==> config.mk <==
export PLATFORM = sky130hd
export DESIGN_NAME = div_unit_flat
export DESIGN_NICKNAME = d
export VERILOG_FILES = /design/src/rtl/div_unit_if.sv /design/src/rtl/div_unit.sv /design/src/flat_wrapper.sv
export SDC_FILE = /design/constraint.sdc
export NUM_CORES = 1
export LEC_CHECK = 0
export BUFFER_PORTS_ARGS = -buffer_cell sky130_fd_sc_hd__buf_2
export CAP_MARGIN = 20
export CORE_MARGIN = 1
export CORE_UTILIZATION = 25
export DETAILED_ROUTE_END_ITERATION = 8
export HOLD_SLACK_MARGIN = 0.05
export PLACE_DENSITY = 0.36
export SLEW_MARGIN = 20
export SYNTH_ARGS = -nofsm -noshare
export SYNTH_HDL_FRONTEND = slang
export SYNTH_SLANG_ARGS = --single-unit
==> constraint.sdc <==
create_clock -name clk -period 17 [get_ports clk]
set_input_delay 3.4 -clock clk [delete_from_list [all_inputs] [get_ports clk]]
set_output_delay 3.4 -clock clk [all_outputs]
set_load 0.005 [all_outputs]
==> src/rtl/div_unit_if.sv <==
// div_unit_if: request/result bundle between the execute stage (master)
// and the multi-cycle divider (slave).
interface div_unit_if #(
  parameter int DATA_W = 32
) ();
  logic                  signed_div_in;
  logic [DATA_W-1:0]     op1_in;
  logic [DATA_W-1:0]     op2_in;
  logic                  start_in;
  logic                  annul_in;
  logic [2*DATA_W-1:0]   result_out;
  logic                  ready_out;

  modport master (
    output signed_div_in, op1_in, op2_in, start_in, annul_in,
    input  result_out, ready_out
  );

  modport slave (
    input  signed_div_in, op1_in, op2_in, start_in, annul_in,
    output result_out, ready_out
  );
endinterface

==> src/rtl/div_unit.sv <==
// div_unit: radix-2 restoring 32/32 divider for DIV/DIVU.
// One quotient bit per cycle. The result is {remainder, quotient}.
// Optional macro DIV_ZERO_FLAG_EN adds the div_zero_out flag port.
module div_unit #(
  parameter int DATA_W = 32,
  parameter int CNT_W  = 6
) (
  input  logic       clk,
  input  logic       rst_n,
  div_unit_if.slave  bus
`ifdef DIV_ZERO_FLAG_EN
  ,
  output logic       div_zero_out
`endif
);

  typedef enum logic [1:0] {FREE, BY_ZERO, ON, END} state_t;

  state_t              state_q, state_d;
  logic [CNT_W-1:0]    cnt_q, cnt_d;
  logic [DATA_W-1:0]   dividend_q, dividend_d;
  logic [DATA_W-1:0]   divisor_q, divisor_d;
  logic [DATA_W-1:0]   rem_q, rem_d;
  logic [DATA_W-1:0]   quot_q, quot_d;
  logic                q_neg_q, q_neg_d;
  logic                r_neg_q, r_neg_d;
  logic [2*DATA_W-1:0] result_q, result_d;
  logic                ready_q, ready_d;
  logic                dz_q, dz_d;

  logic [DATA_W-1:0]   op1_abs, op2_abs;
  logic                op1_neg, op2_neg;
  logic [DATA_W+1:0]   trial;
  logic [DATA_W-1:0]   rem_next, quot_next, rem_fix, quot_fix;

  assign op1_neg = bus.signed_div_in & bus.op1_in[DATA_W-1];
  assign op2_neg = bus.signed_div_in & bus.op2_in[DATA_W-1];
  assign op1_abs = op1_neg ? (~bus.op1_in + 1'b1) : bus.op1_in;
  assign op2_abs = op2_neg ? (~bus.op2_in + 1'b1) : bus.op2_in;

  // One restoring step: subtract the divisor from the shifted partial
  // remainder; the extra top bit of trial is the borrow (negative result).
  assign trial     = {1'b0, rem_q, dividend_q[DATA_W-1]} - {2'b00, divisor_q};
  assign rem_next  = trial[DATA_W+1] ? {rem_q[DATA_W-2:0], dividend_q[DATA_W-1]}
                                     : trial[DATA_W-1:0];
  assign quot_next = {quot_q[DATA_W-2:0], ~trial[DATA_W+1]};
  assign rem_fix   = r_neg_q ? (~rem_next + 1'b1) : rem_next;
  assign quot_fix  = q_neg_q ? (~quot_next + 1'b1) : quot_next;

  // State, datapath and output registers; everything clears on reset.
  always_ff @(posedge clk or negedge rst_n) begin
    if (!rst_n) begin
      state_q    <= FREE;
      cnt_q      <= '0;
      dividend_q <= '0;
      divisor_q  <= '0;
      rem_q      <= '0;
      quot_q     <= '0;
      q_neg_q    <= 1'b0;
      r_neg_q    <= 1'b0;
      result_q   <= '0;
      ready_q    <= 1'b0;
      dz_q       <= 1'b0;
    end else begin
      state_q    <= state_d;
      cnt_q      <= cnt_d;
      dividend_q <= dividend_d;
      divisor_q  <= divisor_d;
      rem_q      <= rem_d;
      quot_q     <= quot_d;
      q_neg_q    <= q_neg_d;
      r_neg_q    <= r_neg_d;
      result_q   <= result_d;
      ready_q    <= ready_d;
      dz_q       <= dz_d;
    end
  end

  // Next-state and next-register values for the divider sequence.
  always_comb begin
    state_d    = state_q;
    cnt_d      = cnt_q;
    dividend_d = dividend_q;
    divisor_d  = divisor_q;
    rem_d      = rem_q;
    quot_d     = quot_q;
    q_neg_d    = q_neg_q;
    r_neg_d    = r_neg_q;
    result_d   = result_q;
    ready_d    = ready_q;
    dz_d       = dz_q;
    case (state_q)
      FREE: begin
        result_d = '0;
        ready_d  = 1'b0;
        dz_d     = 1'b0;
        if (bus.start_in && !bus.annul_in) begin
          dividend_d = op1_abs;
          divisor_d  = op2_abs;
          q_neg_d    = op1_neg ^ op2_neg;
          r_neg_d    = op1_neg;
          cnt_d      = '0;
          rem_d      = '0;
          quot_d     = '0;
          state_d    = (bus.op2_in == '0) ? BY_ZERO : ON;
        end
      end
      BY_ZERO: begin
        result_d = '0;
        if (bus.annul_in) begin
          ready_d = 1'b0;
          state_d = FREE;
        end else begin
          ready_d = 1'b1;
          dz_d    = 1'b1;
          state_d = END;
        end
      end
      ON: begin
        if (bus.annul_in) begin
          result_d = '0;
          ready_d  = 1'b0;
          state_d  = FREE;
        end else begin
          rem_d      = rem_next;
          quot_d     = quot_next;
          dividend_d = dividend_q << 1;
          cnt_d      = cnt_q + 1'b1;
          if (cnt_q == CNT_W'(DATA_W - 1)) begin
            result_d = {rem_fix, quot_fix};
            ready_d  = 1'b1;
            state_d  = END;
          end
        end
      end
      END: begin
        if (!bus.start_in) begin
          result_d = '0;
          ready_d  = 1'b0;
          dz_d     = 1'b0;
          state_d  = FREE;
        end
      end
      default: state_d = FREE;
    endcase
  end

  assign bus.result_out = result_q;
  assign bus.ready_out  = ready_q;
`ifdef DIV_ZERO_FLAG_EN
  assign div_zero_out   = dz_q;
`endif

endmodule

==> src/flat_wrapper.sv <==
// flat-port wrapper written by rule: the top's interface ports become plain ports
module div_unit_flat 
#(
  parameter int DATA_W = 32,
  parameter int CNT_W  = 6
)
  (clk, rst_n, bus_signed_div_in, bus_op1_in, bus_op2_in, bus_start_in, bus_annul_in, bus_result_out, bus_ready_out);
  div_unit_if #(.DATA_W(DATA_W)) bus_i ();
  input  logic clk;
  input  logic rst_n;
  input wire logic [$bits(bus_i.signed_div_in)-1:0] bus_signed_div_in;
  input wire logic [$bits(bus_i.op1_in)-1:0] bus_op1_in;
  input wire logic [$bits(bus_i.op2_in)-1:0] bus_op2_in;
  input wire logic [$bits(bus_i.start_in)-1:0] bus_start_in;
  input wire logic [$bits(bus_i.annul_in)-1:0] bus_annul_in;
  output wire logic [$bits(bus_i.result_out)-1:0] bus_result_out;
  output wire logic [$bits(bus_i.ready_out)-1:0] bus_ready_out;
  assign bus_i.signed_div_in = bus_signed_div_in;
  assign bus_i.op1_in = bus_op1_in;
  assign bus_i.op2_in = bus_op2_in;
  assign bus_i.start_in = bus_start_in;
  assign bus_i.annul_in = bus_annul_in;
  assign bus_result_out = bus_i.result_out;
  assign bus_ready_out = bus_i.ready_out;
  div_unit #(.DATA_W(DATA_W), .CNT_W(CNT_W)) u_core (.clk(clk), .rst_n(rst_n), .bus(bus_i));
endmodule
# After elaboration in Yosys (flattened, before gate mapping)
# Cells that the tools add are included.
# W data, S select, Z words.
[word_totals]
in_bits = 69
wordCells = 74
register_bits = 202
out_inout_bits = 65
[classes]
eq_ne = 8
n_bitwise = 8
reduce_logical = 10
add_sub_neg = 6
muxes = 32
[ops]
columns = ["op", "n"]
rows = [
  ["$mux W32", 9],
  ["$mux W64", 3],
  ["$pmux W64 S3", 1],
  ["$add A32 B1 Y32 const B", 4],
  ["$not A32 Y32", 4],
  ["$pmux W32 S2", 2],
  ["$pmux W31 S2", 1],
  ["$sub A33 B32 Y34", 1],
  ["$logic_not A32 Y1", 1],
  ["$mux W31", 1],
  ["$mux W2", 6],
  ["$mux W6", 2],
  ["$pmux W6 S2", 1],
  ["$pmux W2 S4", 1],
  ["$add A6 B1 Y6 const B", 1],
  ["$eq A6 B5 Y1 const B", 1],
  ["$reduce_and A3 Y1", 2],
  ["$eq A2 B2 Y1 const B", 2],
  ["$mux W1", 4],
  ["$ne A2 B2 Y1 const B", 2],
  ["$pmux W1 S4", 1],
  ["$reduce_and A2 Y1", 2],
  ["$ne A3 B2 Y1 const B", 1],
  ["$and A1 B1 Y1", 2],
  ["other kinds (9)", 9],
]

# Depth between registers and ports, before layout
# Gate-level depths: netlist of the first run.
[depth]
depth_word = 8
mapped_depth = 23

# Worst setup path after synthesis of the first run
# No wires, ideal clock.
[synth_timing]
path_kind = "input-to-reg"
from = "input port bus_op1_in[4]"
to = "register u_core.dividend_q[29]"
path_buffers = 1
cell_stages = 12
setup_time_ns = 0.135
slack_ns = 11.070
t_arrival_ns = 5.795
cell_sequence = "or4_1 > nor4_1 > nor3b_1 > and2_1 > clkbuf_1 > nor2b_1 > nand2b_1 > o41ai_1 > xor2_1 > nor2_1 > a21oi_1 > o21ai_0"
[synth_between]
elab_chain_cells = 5
[synth_lines]
columns = ["element", "line_no", "source"]
rows = [
  ["start, declared", "flat_wrapper.sv:12", "input wire logic [$bits(bus_i.op1_in)-1:0] bus_op1_in;"],
  ["$not A32 Y32", "div_unit.sv:38", "assign op1_abs = op1_neg ? (~bus.op1_in + 1'b1) : bus.op1_in;"],
  ["$add A32 B1 Y32", "div_unit.sv:38", ""],
  ["$mux W32", "div_unit.sv:38", ""],
  ["$mux W32", "div_unit.sv:97", "if (bus.start_in && !bus.annul_in) begin"],
  ["$pmux W32 S2", "div_unit.sv:92", "case (state_q)"],
  ["end signal, assigned", "div_unit.sv:67", "dividend_q <= dividend_d;"],
  ["end, declared", "div_unit.sv:21", "logic [DATA_W-1:0] dividend_q, dividend_d;"],
]
# Every way passes these cells. The select of a mux whose other input is x is not followed.
# A chain may end at the register's enable or synchronous reset.

# Worst setup path in the final report of the first run
# Same ends and word-level chain as after synthesis.

==> metrics.csv, run 1 <==
stage,metric,value,unit
status,status,"finished, final reports clean",
hold_path,Worst Hold Class,reg2reg,
pwr,Flop pwr share,0.229,
clocking,CTS Buf Count,28,
yosys,Post-Syn Nets,1646,
timing,Max-slew headroom,0.384,
timing,Sum Neg Setup Slack,0,ns
cells_and_area,Fillers,5432,
worst_setup_path,Reg-to-Reg End,u_core.bus.result_out[28]$_DFFE_PN0P_,
drt,DRC violations left,0,
clocking,Post-CTS Resized,0,
timing,Max Fclk,171,MHz
cells_and_area,post-layout util,0.297,
yosys,Seq cells post-synth,202,
drt,Avg Vias per Cell,4.69,
drt,via count,10900,
pwr,combinational share of power,0.596,
timing,max-slew violation count,0,
yosys,unique cell type count in the Yosys netlist,74,
timing,Slew @ Worst Pin,0.923,ns
drt,Starting DRT DRC Count,705,
pwr,power per standard cell area,213,nW/um2
die,die height,228,um
die,Die ar.,52100,um2
placed_design,DP HPWL,28600,um
cells_and_area,proportion of layout cells with a drive suffix above 1,0.132,
pwr,Sw Ratio,0.490,
worst_setup_path,crit path buf inv count,1,
timing,clock skew,0.0242,ns
clocking,"CTS clk-pin slew, worst paths",0.06,ns
clocking,CTS tree,yes,
pwr,clock share of power,0.175,
pwr,Leak Pwr,6.76,nW
worst_setup_path,Required @ worst endpoint,17.41,ns
timing,"Hold Vio Cnt, Final",0,
job,MaxCap Viol Count,0,
worst_setup_path,CP arrival,6.25,ns
hold_path,Hold EP,u_core.bus.result_out[57]$_DFFE_PN0P_,
worst_setup_path,reg2reg start,u_core.rem_q[13]$_DFFE_PN0P_,
timing,final cycle utilization of the critical path,0.343,
worst_setup_path,CP max-delay cell,or4_1,
clocking,Max clock buf depth,3,
worst_setup_path,WS Path Type,in2reg,
yosys,cells after synthesis,1536,
worst_setup_path,R2R depth,18,
cells_and_area,Synth-to-Final Area Change,16.9,%
global_routing,total track usage,0.149,
drt,Routed WL,39000,um
cells_and_area,diode count,0,
die,core area,50400,um2
placed_design,gpl congestion,0.851,
timing,minimum clock period,5.84,ns
clocking,clock latency on the worst-skew pair,0.58,ns
global_routing,vias in the first global route,10700,
worst_setup_path,cell chain of the critical path,buf_2 -> or4_1 -> nor4_1 -> nor3b_1 -> and2_1 -> nor2b_1 -> nand2b_1 -> o41ai_1 -> xor2_1 -> nor2_1 -> a21oi_1 -> o21ai_0,
drt,Routed WL per cell,16.8,um
placed_design,Port Buffers,133,
clocking,Clock Tree Root,clkbuf_16,
hold_path,worst hold start,u_core.bus.result_out[57]$_DFFE_PN0P_,
yosys,async set-reset flop share out of synthesis,1.00,
yosys,Ys Warns,0,
yosys,sequential fraction of the synthesis area,0.395,
timing,unrepaired setup endpoints after global routing,no,
drt,Post-DRT Antenna Nets,0,
die,Core Rows,82,
cells_and_area,fin nets,1737,
clocking,CTS Hold Buffers Added,0,
pwr,maximum VDD drop,0.0670,mV
global_routing,first-pass GRT wire length,62700,um
worst_setup_path,Crit path largest cell delay,0.59,ns
worst_setup_path,critical path peak fanout,7,
clocking,Post-CTS Setup Bufs,0,
cells_and_area,multi-input logic area,7210,um2
global_routing,initial antenna violation count,0,
global_routing,pin count of the biggest net entering global routing,97,
hold_path,Min-Delay Path Depth,2,
worst_setup_path,flop2flop setup slack,11.44,ns
cells_and_area,FF+latch area,5050,um2
timing,Final setup viols,0,
worst_setup_path,"CP delay by family, top",simple AND/OR/NAND/NOR gates,
worst_setup_path,CP Launch Type,input pin,
drt,DRT Pass-1 Iters,4,
yosys,Syn Area/Cell,8.34,um2
yosys,Synth Cell Area,12800,um2
pwr,switching power,1.56,mW
global_routing,global route overflow,0,
clocking,Sink Count,202,
die,die width,228,um
yosys,Post-synth EDFFs,0,
pwr,P_int,1.62,mW
die,Initial Utilization,0.254,
yosys,ys flop type,dfrtp_1,
die,I/O Pins,134,
worst_setup_path,Worst setup EP type,register,
clocking,H-tree levels,1,
## layout by cell type, fill, tap and decap left out, drive strengths merged, types with 8 or more instances in the layout
cell | synthesis | layout
mux2i | 13 | 13
nand2 | 262 | 262
dfrtp | 202 | 202
nor3 | 25 | 25
nand2b | 13 | 13
nor4 | 17 | 17
xnor2 | 73 | 73
or4 | 14 | 14
buf | 18 | 143
xor2 | 69 | 69
clkbuf | 65 | 43
nor2 | 99 | 99
a22o | 40 | 40
a21oi | 113 | 113
a21o | 9 | 9
o21ai | 214 | 214
inv | 60 | 61
nor2b | 10 | 10
o41ai | 9 | 9
and2 | 8 | 8
or3 | 17 | 17
a31oi | 16 | 16
o31ai | 31 | 31
ha | 40 | 40
nand3 | 12 | 12
## cells in the mapped netlist (9+ instances only)
cell type / count / area [um2]
nand2_1: 261 / 980
o21ai_0: 208 / 1040
dfrtp_1: 202 / 5050
a21oi_1: 113 / 566
nor2_1: 96 / 360
xnor2_1: 73 / 639
xor2_1: 69 / 604
clkbuf_1: 65 / 244
inv_1: 59 / 221
a22o_1: 40 / 350
ha_1: 40 / 500
o31ai_1: 29 / 218
nor3_1: 24 / 120
nor4_1: 17 / 106
or3_1: 17 / 106
a31oi_1: 16 / 100
mux2i_1: 13 / 130
nand2b_1: 13 / 81.3
or4_1: 13 / 97.6
nand3_1: 11 / 55.1
nor2b_1: 10 / 62.6
a21o_1: 9 / 67.6
## per-stage QoR
step / cell area [um2] / setup WS [ns] / power (mW) / hold slack (ns) / std cells
floorplan: 12800 / 11.07 / 2.12 / 0.450 / 1536
global placement: 14100 / 10.63 / 2.65 / 0.458 / 2269
detailed placement: 14100 / 10.58 / 2.65 / 0.463 / 2269
CTS: 15000 / 11.18 / 3.23 / 0.477 / 2319
global route: 15000 / 10.83 / 3.49 / 0.495 / 2319
finish: 15000 / 11.16 / 3.19 / 0.469 / 2319
## kinds of logic (layout without fill, tap and decap cells)
| family | count (synthesis) | count (layout) | synth area share |
|---|---|---|---|
| simple gates | 506 | 506 | 0.178 |
| fa+ha+maj | 41 | 41 | 0.0407 |
| flops | 202 | 202 | 0.395 |
| mux | 15 | 15 | 0.0119 |
| xor+xnor | 142 | 142 | 0.0971 |
| buf+inv | 143 | 254 | 0.0439 |
| compound gates | 487 | 487 | 0.234 |
## power groups by stage
stage,clock (mW),sequential [mW],combinational (mW)
final,0.557,0.731,1.90
after CTS,0.582,0.731,1.92
after global placement,0,0.739,1.91
after global routing,0.602,0.750,2.13
after floorplan,0,0.695,1.43
after detailed placement,0,0.738,1.91
## how the worst max path moves through the flow
stage	startpoint	end	cells after the start
2_1_floorplan	bus_op1_in[4]	u_core.dividend_q[29]$_DFFE_PN0P_	12
3_3_place_gp	bus_op1_in[4]	u_core.dividend_q[29]$_DFFE_PN0P_	12
3_5_place_dp	bus_op1_in[4]	u_core.dividend_q[29]$_DFFE_PN0P_	12
4_1_cts	bus_op1_in[4]	u_core.dividend_q[29]$_DFFE_PN0P_	12
5_1_grt	bus_op1_in[4]	u_core.dividend_q[29]$_DFFE_PN0P_	12
6_report	bus_op1_in[4]	u_core.dividend_q[29]$_DFFE_PN0P_	12
## worst min-delay path: cells and delay by family, from the launching register on
kind	cells	cell delay, ns
AOI/OAI and AO/OA	1	0.05
DFF	1	0.33
and+or+nand+nor	1	0.05
## sequential cells by signal, summed over array words and instances (netlist names), 2 cells and up
register	cells
u_core.rem_q	32
u_core.bus.result_out	64
u_core.state_q	2
u_core.divisor_q	32
u_core.cnt_q	6
u_core.dividend_q	32
u_core.quot_q	31
## metal layers
| layer | global-route usage | part of all wire |
|---|---|---|
| met5 | 0 | 0 |
| met4 | 0.0281 | 0.015 |
| met3 | 0.0245 | 0.035 |
| met2 | 0.221 | 0.42 |
| met1 | 0.224 | 0.53 |
## area by class of cell
class | instances | share of cell area
clock inverters | 8 | 0.00493
well taps | 672 | 0.0562
repair buffers | 144 | 0.0506
flip-flops and latches | 202 | 0.338
inverters | 60 | 0.0151
multi-input cells | 1191 | 0.482
clock buffers | 42 | 0.0537
Power figures use the tool's default switching activity.
==> run 2: changes to the inputs <==
PLACE_DENSITY = 0.38   (was 0.36)
clock period = 4.8 ns   (was 17 ns; I/O delays follow)
==> run 2 against run 1 <==
Against the previous run: first-iteration DRC count up 4.1%; power rose to 3.7 times the previous value; non-clock buffer count up 25; flip-flop and latch count unchanged; clock power rose to 3.8 times the previous value; global-route usage up 0.24 points; sequential power rose to 3.6 times the previous value; largest power group unchanged.
==> metrics.csv, run 2 (synthesized netlist as in run 1, its figures left out) <==
stage,metric,value,unit,change
timing,max-slew violation count,0,,unchanged
cells_and_area,multi-input logic area,7250,um2,was 7210 um2
drt,via count,11100,,"was 10,900"
die,I/O Pins,134,,unchanged
worst_setup_path,cell chain of the critical path,ha_4 -> a21o_1 -> a31oi_1 -> o221ai_1 -> nor2_2 -> o311ai_4 -> inv_2 -> ha_1 -> nand2_1 -> or4_1 -> or3_4 -> or4_4 -> or2_4 -> o41ai_4 -> nand2_1 -> xnor2_1 -> o21ai_0,,was buf_2 -> or4_1 -> nor4_1 -> nor3b_1 -> and2_1 -> nor2b_1 -> nand2b_1 -> o41ai_1 -> xor2_1 -> nor2_1 -> a21oi_1 -> o21ai_0
worst_setup_path,Worst setup EP type,register,,unchanged
worst_setup_path,critical path peak fanout,6,,was 7
global_routing,first-pass GRT wire length,63500,um,"was 62,700 um"
pwr,power per standard cell area,777,nW/um2,was 213 nW/um2
clocking,Post-CTS Resized,0,,unchanged
hold_path,Worst Hold Class,reg2reg,,unchanged
clocking,clock latency on the worst-skew pair,0.55,ns,was 0.58 ns
timing,clock skew,0.0219,ns,was 0.0242 ns
clocking,Sink Count,202,,unchanged
pwr,maximum VDD drop,0.218,mV,was 0.0670 mV
pwr,Pwr Total,11.8,mW,was 3.19 mW
status,status,"finished, final reports clean",,unchanged
timing,Slew @ Worst Pin,1.03,ns,was 0.923 ns
die,core area,50400,um2,unchanged
worst_setup_path,Required @ worst endpoint,5.20,ns,was 17.41 ns
drt,Avg Vias per Cell,4.75,,was 4.69
cells_and_area,most frequent cells in the layout,"nand2_1 (261), o21ai_0 (206), dfrtp_1 (201)",,"was nand2_1 (261), o21ai_0 (207), dfrtp_1 (202)"
cells_and_area,diode count,0,,unchanged
timing,Max Fclk,220,MHz,
drt,Routed WL,39900,um,"was 39,000 um"
drt,metal3 WL,1620,um,was 1350 um
clocking,CTS Buf Count,26,,was 28
drt,DR top layer,met4,,unchanged
clocking,"CTS clk-pin slew, worst paths",0.06,ns,about the same
drt,met2 routed wirelength,16700,um,"was 16,500 um"
cells_and_area,proportion of layout cells with a drive suffix above 1,0.150,,was 0.132
placed_design,gpl congestion,0.843,,was 0.851
cells_and_area,fin nets,1760,,"was 1,737"
placed_design,Port Buffers,133,,unchanged
pwr,Leak Pwr,6.91,nW,was 6.76 nW
placed_design,DP Worst Slack,0.196,ns,was 10.58 ns
worst_setup_path,crit path buf inv count,1,,unchanged
cells_and_area,"commonest non-fill, non-tap cell in the layout",nand2_1,,unchanged
die,Die ar.,52100,um2,unchanged
drt,DRC violations left,0,,unchanged
worst_setup_path,WS Path Type,reg2reg,,was in2reg
timing,unrepaired setup endpoints after global routing,yes,,was no
die,Initial Utilization,0.254,,unchanged
timing,minimum clock period,4.55,ns,
die,Core Rows,82,,unchanged
timing,Max-slew headroom,0.313,,was 0.384
job,MaxCap Viol Count,0,,unchanged
cells_and_area,FF+latch area,5060,um2,was 5050 um2
clocking,H-tree levels,1,,unchanged
worst_setup_path,CP arrival,4.95,ns,was 6.25 ns
drt,Routed WL per cell,17.1,um,was 16.8 um
timing,Final setup viols,0,,unchanged
drt,Starting DRT DRC Count,734,,was 705
global_routing,initial antenna violation count,0,,unchanged
clocking,Clock Tree Root,clkbuf_16,,unchanged
global_routing,pin count of the biggest net entering global routing,99,,was 97
timing,final cycle utilization of the critical path,0.948,,
placed_design,DP HPWL,29900,um,"was 28,600 um"
worst_setup_path,Crit path largest cell delay,0.47,ns,was 0.59 ns
worst_setup_path,CP max-delay cell,dfrtp_1,,was or4_1
die,die height,228,um,unchanged
drt,DRT Pass-1 Iters,4,,unchanged
clocking,Max clock buf depth,3,,unchanged
clocking,CTS Hold Buffers Added,0,,unchanged
timing,final setup margin,0.248,ns,was 11.16 ns
global_routing,global route overflow,0,,unchanged
cells_and_area,Fillers,5379,,"was 5,432"
cells_and_area,Synth-to-Final Area Change,18.9,%,was 16.9%
die,die width,228,um,unchanged
drt,M1 WL,21200,um,"was 20,500 um"
timing,Sum Neg Setup Slack,0,ns,unchanged
global_routing,vias in the first global route,10900,,"was 10,700"
timing,"Hold Vio Cnt, Final",0,,unchanged
worst_setup_path,"CP delay by family, top",simple AND/OR/NAND/NOR gates,,unchanged
worst_setup_path,CP Launch Type,register,,was input pin
global_routing,total track usage,0.151,,was 0.149
drt,Post-DRT Antenna Nets,0,,unchanged
cells_and_area,number of flip-flops in the largest register,64,,unchanged
clocking,Post-CTS Setup Bufs,0,,unchanged
clocking,CTS tree,yes,,unchanged
worst_setup_path,cell mode on critical path,nand2_1,,
[run 2: cell types whose count changed in the layout (fill, tap and decap cells not counted), sizes merged]
cell,delta
clkbuf,-10
clkinv,+3
inv,-1
buf,+25
bufinv,+5
clkinvlp,-1
[run 2: worst register-to-register path, delay by kind of cell, from the launching register on]
kind / cells / cell delay (ns)
buffers and inverters: 1 / 0.11
AO/OA/AOI/OAI: 6 / 1.20
flip-flops: 1 / 0.47
adder cells (fa/ha/maj): 2 / 0.46
XOR/XNOR: 1 / 0.15
AND/OR/NAND/NOR: 7 / 2.02
[run 2: layout make-up]
cell class / count / share of cell area
repair buffers: 169 / 0.0621
clock buffers: 32 / 0.0455
clock inverters: 14 / 0.0137
flip-flops and latches: 202 / 0.332
well taps: 672 / 0.0552
inverters: 60 / 0.0148
multi-input cells: 1191 / 0.476
[run 2: final timing paths]
kind	end	slack, ns	from	cells after the start
worst max-delay path	u_core.bus.result_out[28]$_DFFE_PN0P_	0.25	u_core.rem_q[5]$_DFFE_PN0P_	17
worst min-delay path	u_core.bus.result_out[52]$_DFFE_PN0P_	0.47	u_core.bus.result_out[52]$_DFFE_PN0P_	2
worst max register to register	u_core.bus.result_out[28]$_DFFE_PN0P_	0.25	u_core.rem_q[5]$_DFFE_PN0P_	17
worst min register to register	u_core.bus.result_out[52]$_DFFE_PN0P_	0.47	u_core.bus.result_out[52]$_DFFE_PN0P_	2
max in group asynchronous	u_core.divisor_q[2]$_DFFE_PN0P_	3.29	rst_n	2
min in group asynchronous	u_core.bus.result_out[50]$_DFFE_PN0P_	0.52	rst_n	1
[run 2: per-layer routing]
metal  vias up  GRT usage
met5         -          0
met4         0     0.0279
met3        33     0.0223
met2       192      0.224
met1      5253      0.231
li1       5634          -
[run 2: metrics by stage]
| stage | util | instance area (um2) | hold slack (ns) | cells |
|---|---|---|---|---|
| floorplan | - | 12900 | 0.450 | 1536 |
| global placement | 0.284 | 14300 | 0.458 | 2294 |
| detailed placement | 0.284 | 14300 | 0.468 | 2294 |
| CTS | 0.302 | 15200 | 0.482 | 2340 |
| global route | 0.302 | 15200 | 0.494 | 2340 |
| finish | 0.302 | 15200 | 0.471 | 2340 |
[run 2: power by group]
| part | total [mW] | switching [mW] | internal (mW) |
|---|---|---|---|
| clock network | 2.09 | 0.800 | 1.29 |
| logic | 7.11 | 4.45 | 2.66 |
| registers | 2.63 | 0.458 | 2.17 |
==> run 3: changes to the inputs <==
GPL_TIMING_DRIVEN = 1   (was unset)
PLACE_DENSITY = 0.36   (was 0.38)
clock period = 5.5 ns   (was 4.8 ns; I/O delays follow)
==> run 3 against run 2 <==
Against the previous run: register-to-register slack better by 0.23 ns; sequential power is 15% lower; clock power is 19% lower; count of clock-buffer cells in the layout is 3 higher; worst hold slack worse by 0.0014 ns; global-route usage hardly changed; critical path depth is 1 higher; highest routed layer is now met5; combinational power is 15% lower; largest power group unchanged; power is 16% lower; core utilization is 0.45 points lower; clock skew is 0.0098 ns higher; worst setup slack better by 0.23 ns.
==> metrics.csv, run 3 (synthesized netlist as in run 1, its figures left out) <==
stage,metric,value,unit,change
timing,final cycle utilization of the critical path,0.912,,was 0.948
worst_setup_path,Crit path largest cell delay,0.62,ns,was 0.47 ns
hold_path,worst hold start,u_core.bus.result_out[11]$_DFFE_PN0P_,,was u_core.bus.result_out[52]$_DFFE_PN0P_
timing,Sum Neg Setup Slack,0,ns,unchanged
worst_setup_path,cell chain of the critical path,ha_1 -> and2_1 -> nand3_1 -> a211oi_2 -> nor2_2 -> o311ai_4 -> buf_4 -> nand2_1 -> o21ai_0 -> ha_1 -> nand2_1 -> or2_2 -> nand3b_1 -> a221o_1 -> nand2b_1 -> o31ai_1 -> xnor2_1 -> o21ai_1,,was ha_4 -> a21o_1 -> a31oi_1 -> o221ai_1 -> nor2_2 -> o311ai_4 -> inv_2 -> ha_1 -> nand2_1 -> or4_1 -> or3_4 -> or4_4 -> or2_4 -> o41ai_4 -> nand2_1 -> xnor2_1 -> o21ai_0
clocking,CTS tree,yes,,unchanged
drt,via count,11000,,"was 11,100"
timing,clock skew,0.0317,ns,was 0.0219 ns
worst_setup_path,CP arrival,5.46,ns,was 4.95 ns
global_routing,initial antenna violation count,1,,was 0
global_routing,global route overflow,0,,unchanged
hold_path,Worst Hold Class,reg2reg,,unchanged
status,status,"finished, final reports clean",,unchanged
cells_and_area,proportion of layout cells with a drive suffix above 1,0.135,,was 0.150
pwr,Leak Pwr,6.79,nW,was 6.91 nW
clocking,"CTS clk-pin slew, worst paths",0.06,ns,about the same
timing,max-slew violation count,0,,unchanged
timing,minimum clock period,5.02,ns,was 4.55 ns
die,core area,50400,um2,unchanged
die,I/O Pins,134,,unchanged
die,die width,228,um,unchanged
cells_and_area,number of flip-flops in the largest register,64,,unchanged
timing,Max-slew headroom,0.330,,was 0.313
cells_and_area,diode count,0,,unchanged
timing,unrepaired setup endpoints after global routing,no,,was yes
timing,Min Hold Slack,0.469,ns,was 0.471 ns
clocking,CTS Hold Buffers Added,0,,unchanged
worst_setup_path,CP Launch Point,u_core.rem_q[6]$_DFFE_PN0P_,,was u_core.rem_q[5]$_DFFE_PN0P_
worst_setup_path,Worst setup EP type,register,,unchanged
worst_setup_path,critical path peak fanout,10,,was 6
worst_setup_path,Required @ worst endpoint,5.94,ns,was 5.20 ns
placed_design,Port Buffers,133,,unchanged
clocking,CTS Buf Count,27,,was 26
worst_setup_path,CP Launch Type,register,,unchanged
die,die height,228,um,unchanged
placed_design,DP HPWL,29300,um,"was 29,900 um"
drt,Avg Vias per Cell,4.74,,was 4.75
clocking,Post-CTS Setup Bufs,0,,unchanged
die,Die ar.,52100,um2,unchanged
clocking,Clock Tree Root,clkbuf_16,,unchanged
worst_setup_path,reg2reg start,u_core.rem_q[6]$_DFFE_PN0P_,,was u_core.rem_q[5]$_DFFE_PN0P_
pwr,Pwr Total,9.96,mW,was 11.8 mW
pwr,maximum VDD drop,0.233,mV,was 0.218 mV
timing,Max Fclk,199,MHz,was 220 MHz
global_routing,vias in the first global route,11000,,"was 10,900"
pwr,power per standard cell area,664,nW/um2,was 777 nW/um2
drt,Post-DRT Antenna Nets,0,,unchanged
drt,Routed WL per cell,17.0,um,was 17.1 um
worst_setup_path,crit path buf inv count,1,,unchanged
clocking,clock latency on the worst-skew pair,0.58,ns,was 0.55 ns
clocking,Post-CTS Resized,0,,unchanged
drt,DRC violations left,0,,unchanged
worst_setup_path,CP max-delay cell,o311ai_4,,was dfrtp_1
global_routing,pin count of the biggest net entering global routing,103,,was 99
job,MaxCap Viol Count,0,,unchanged
timing,Final setup viols,0,,unchanged
global_routing,first-pass GRT wire length,63600,um,"was 63,500 um"
cells_and_area,post-layout util,0.298,,was 0.302
placed_design,gpl congestion,0.831,,was 0.843
clocking,Sink Count,202,,unchanged
die,Core Rows,82,,unchanged
worst_setup_path,WS Path Type,reg2reg,,unchanged
clocking,Max clock buf depth,3,,unchanged
timing,Slew @ Worst Pin,0.996,ns,was 1.03 ns
worst_setup_path,"CP delay by family, top",compound AO/OA/AOI/OAI gates,,was simple AND/OR/NAND/NOR gates
die,Initial Utilization,0.254,,unchanged
clocking,H-tree levels,1,,unchanged
placed_design,DP Worst Slack,0.358,ns,was 0.196 ns
cells_and_area,fin nets,1744,,"was 1,760"
cells_and_area,"commonest non-fill, non-tap cell in the layout",nand2_1,,unchanged
global_routing,total track usage,0.151,,about the same
timing,"Hold Vio Cnt, Final",0,,unchanged
cells_and_area,most frequent cells in the layout,"nand2_1 (261), o21ai_0 (207), dfrtp_1 (202)",,"was nand2_1 (261), o21ai_0 (206), dfrtp_1 (201)"
cells_and_area,Synth-to-Final Area Change,17.1,%,was 18.9%
drt,DRT Pass-1 Iters,5,,was 4
timing,final setup margin,0.483,ns,was 0.248 ns
drt,Starting DRT DRC Count,607,,was 734
drt,Routed WL,39500,um,"was 39,900 um"
## run 3: changes by cell type in the layout (fill, tap and decap cells not counted), moves of 2 or more
cell       change
ha_1           +2
bufinv_16      -4
buf_12         +2
buf_4         -19
clkinv_2       -3
## run 3: final timing paths
path                       cells past startpoint  slack (ns)                                    end
max                                           18        0.48  u_core.bus.result_out[62]$_DFFE_PN0P_
min                                            2        0.47  u_core.bus.result_out[11]$_DFFE_PN0P_
max reg2reg                                   18        0.48  u_core.bus.result_out[62]$_DFFE_PN0P_
min reg2reg                                    2        0.47  u_core.bus.result_out[11]$_DFFE_PN0P_
max in group asynchronous                      2        3.71      u_core.dividend_q[21]$_DFFE_PN0P_
min in group asynchronous                      1        0.63  u_core.bus.result_out[36]$_DFFE_PN0P_
## run 3: stage by stage
stage | instance area, um2 | cells
floorplan | 12800 | 1536
global placement | 14200 | 2277
detailed placement | 14200 | 2277
CTS | 15000 | 2320
global route | 15000 | 2320
finish | 15000 | 2320
## run 3: worst min-delay path, cell delays in order, from the launching register on
cell and delay, ns:
dfrtp_1 0.34, nand2_1 0.04, o21ai_0 0.05
## run 3: layer usage
layer	wire [um]	global-route usage	share of wire
met5	17	0	0.00043
met4	700	0.0317	0.018
met3	1450	0.0263	0.037
met2	16600	0.225	0.42
met1	20700	0.227	0.52
## run 3: cell type report
type                            count  area [um2]
Timing Repair Buffer              152         842
Clock buffer                       35         736
Multi-Input combinational cell   1191        7210
Tap cell                          672         841
Sequential cell                   202        5050
Inverter                           60         225
Clock inverter                      8        86.3
Fill cell                        5475       35400
## run 3: where the power goes
part,switching (mW),internal [mW]
logic,3.84,2.20
clock network,0.706,0.982
registers,0.335,1.90
total,4.88,5.08
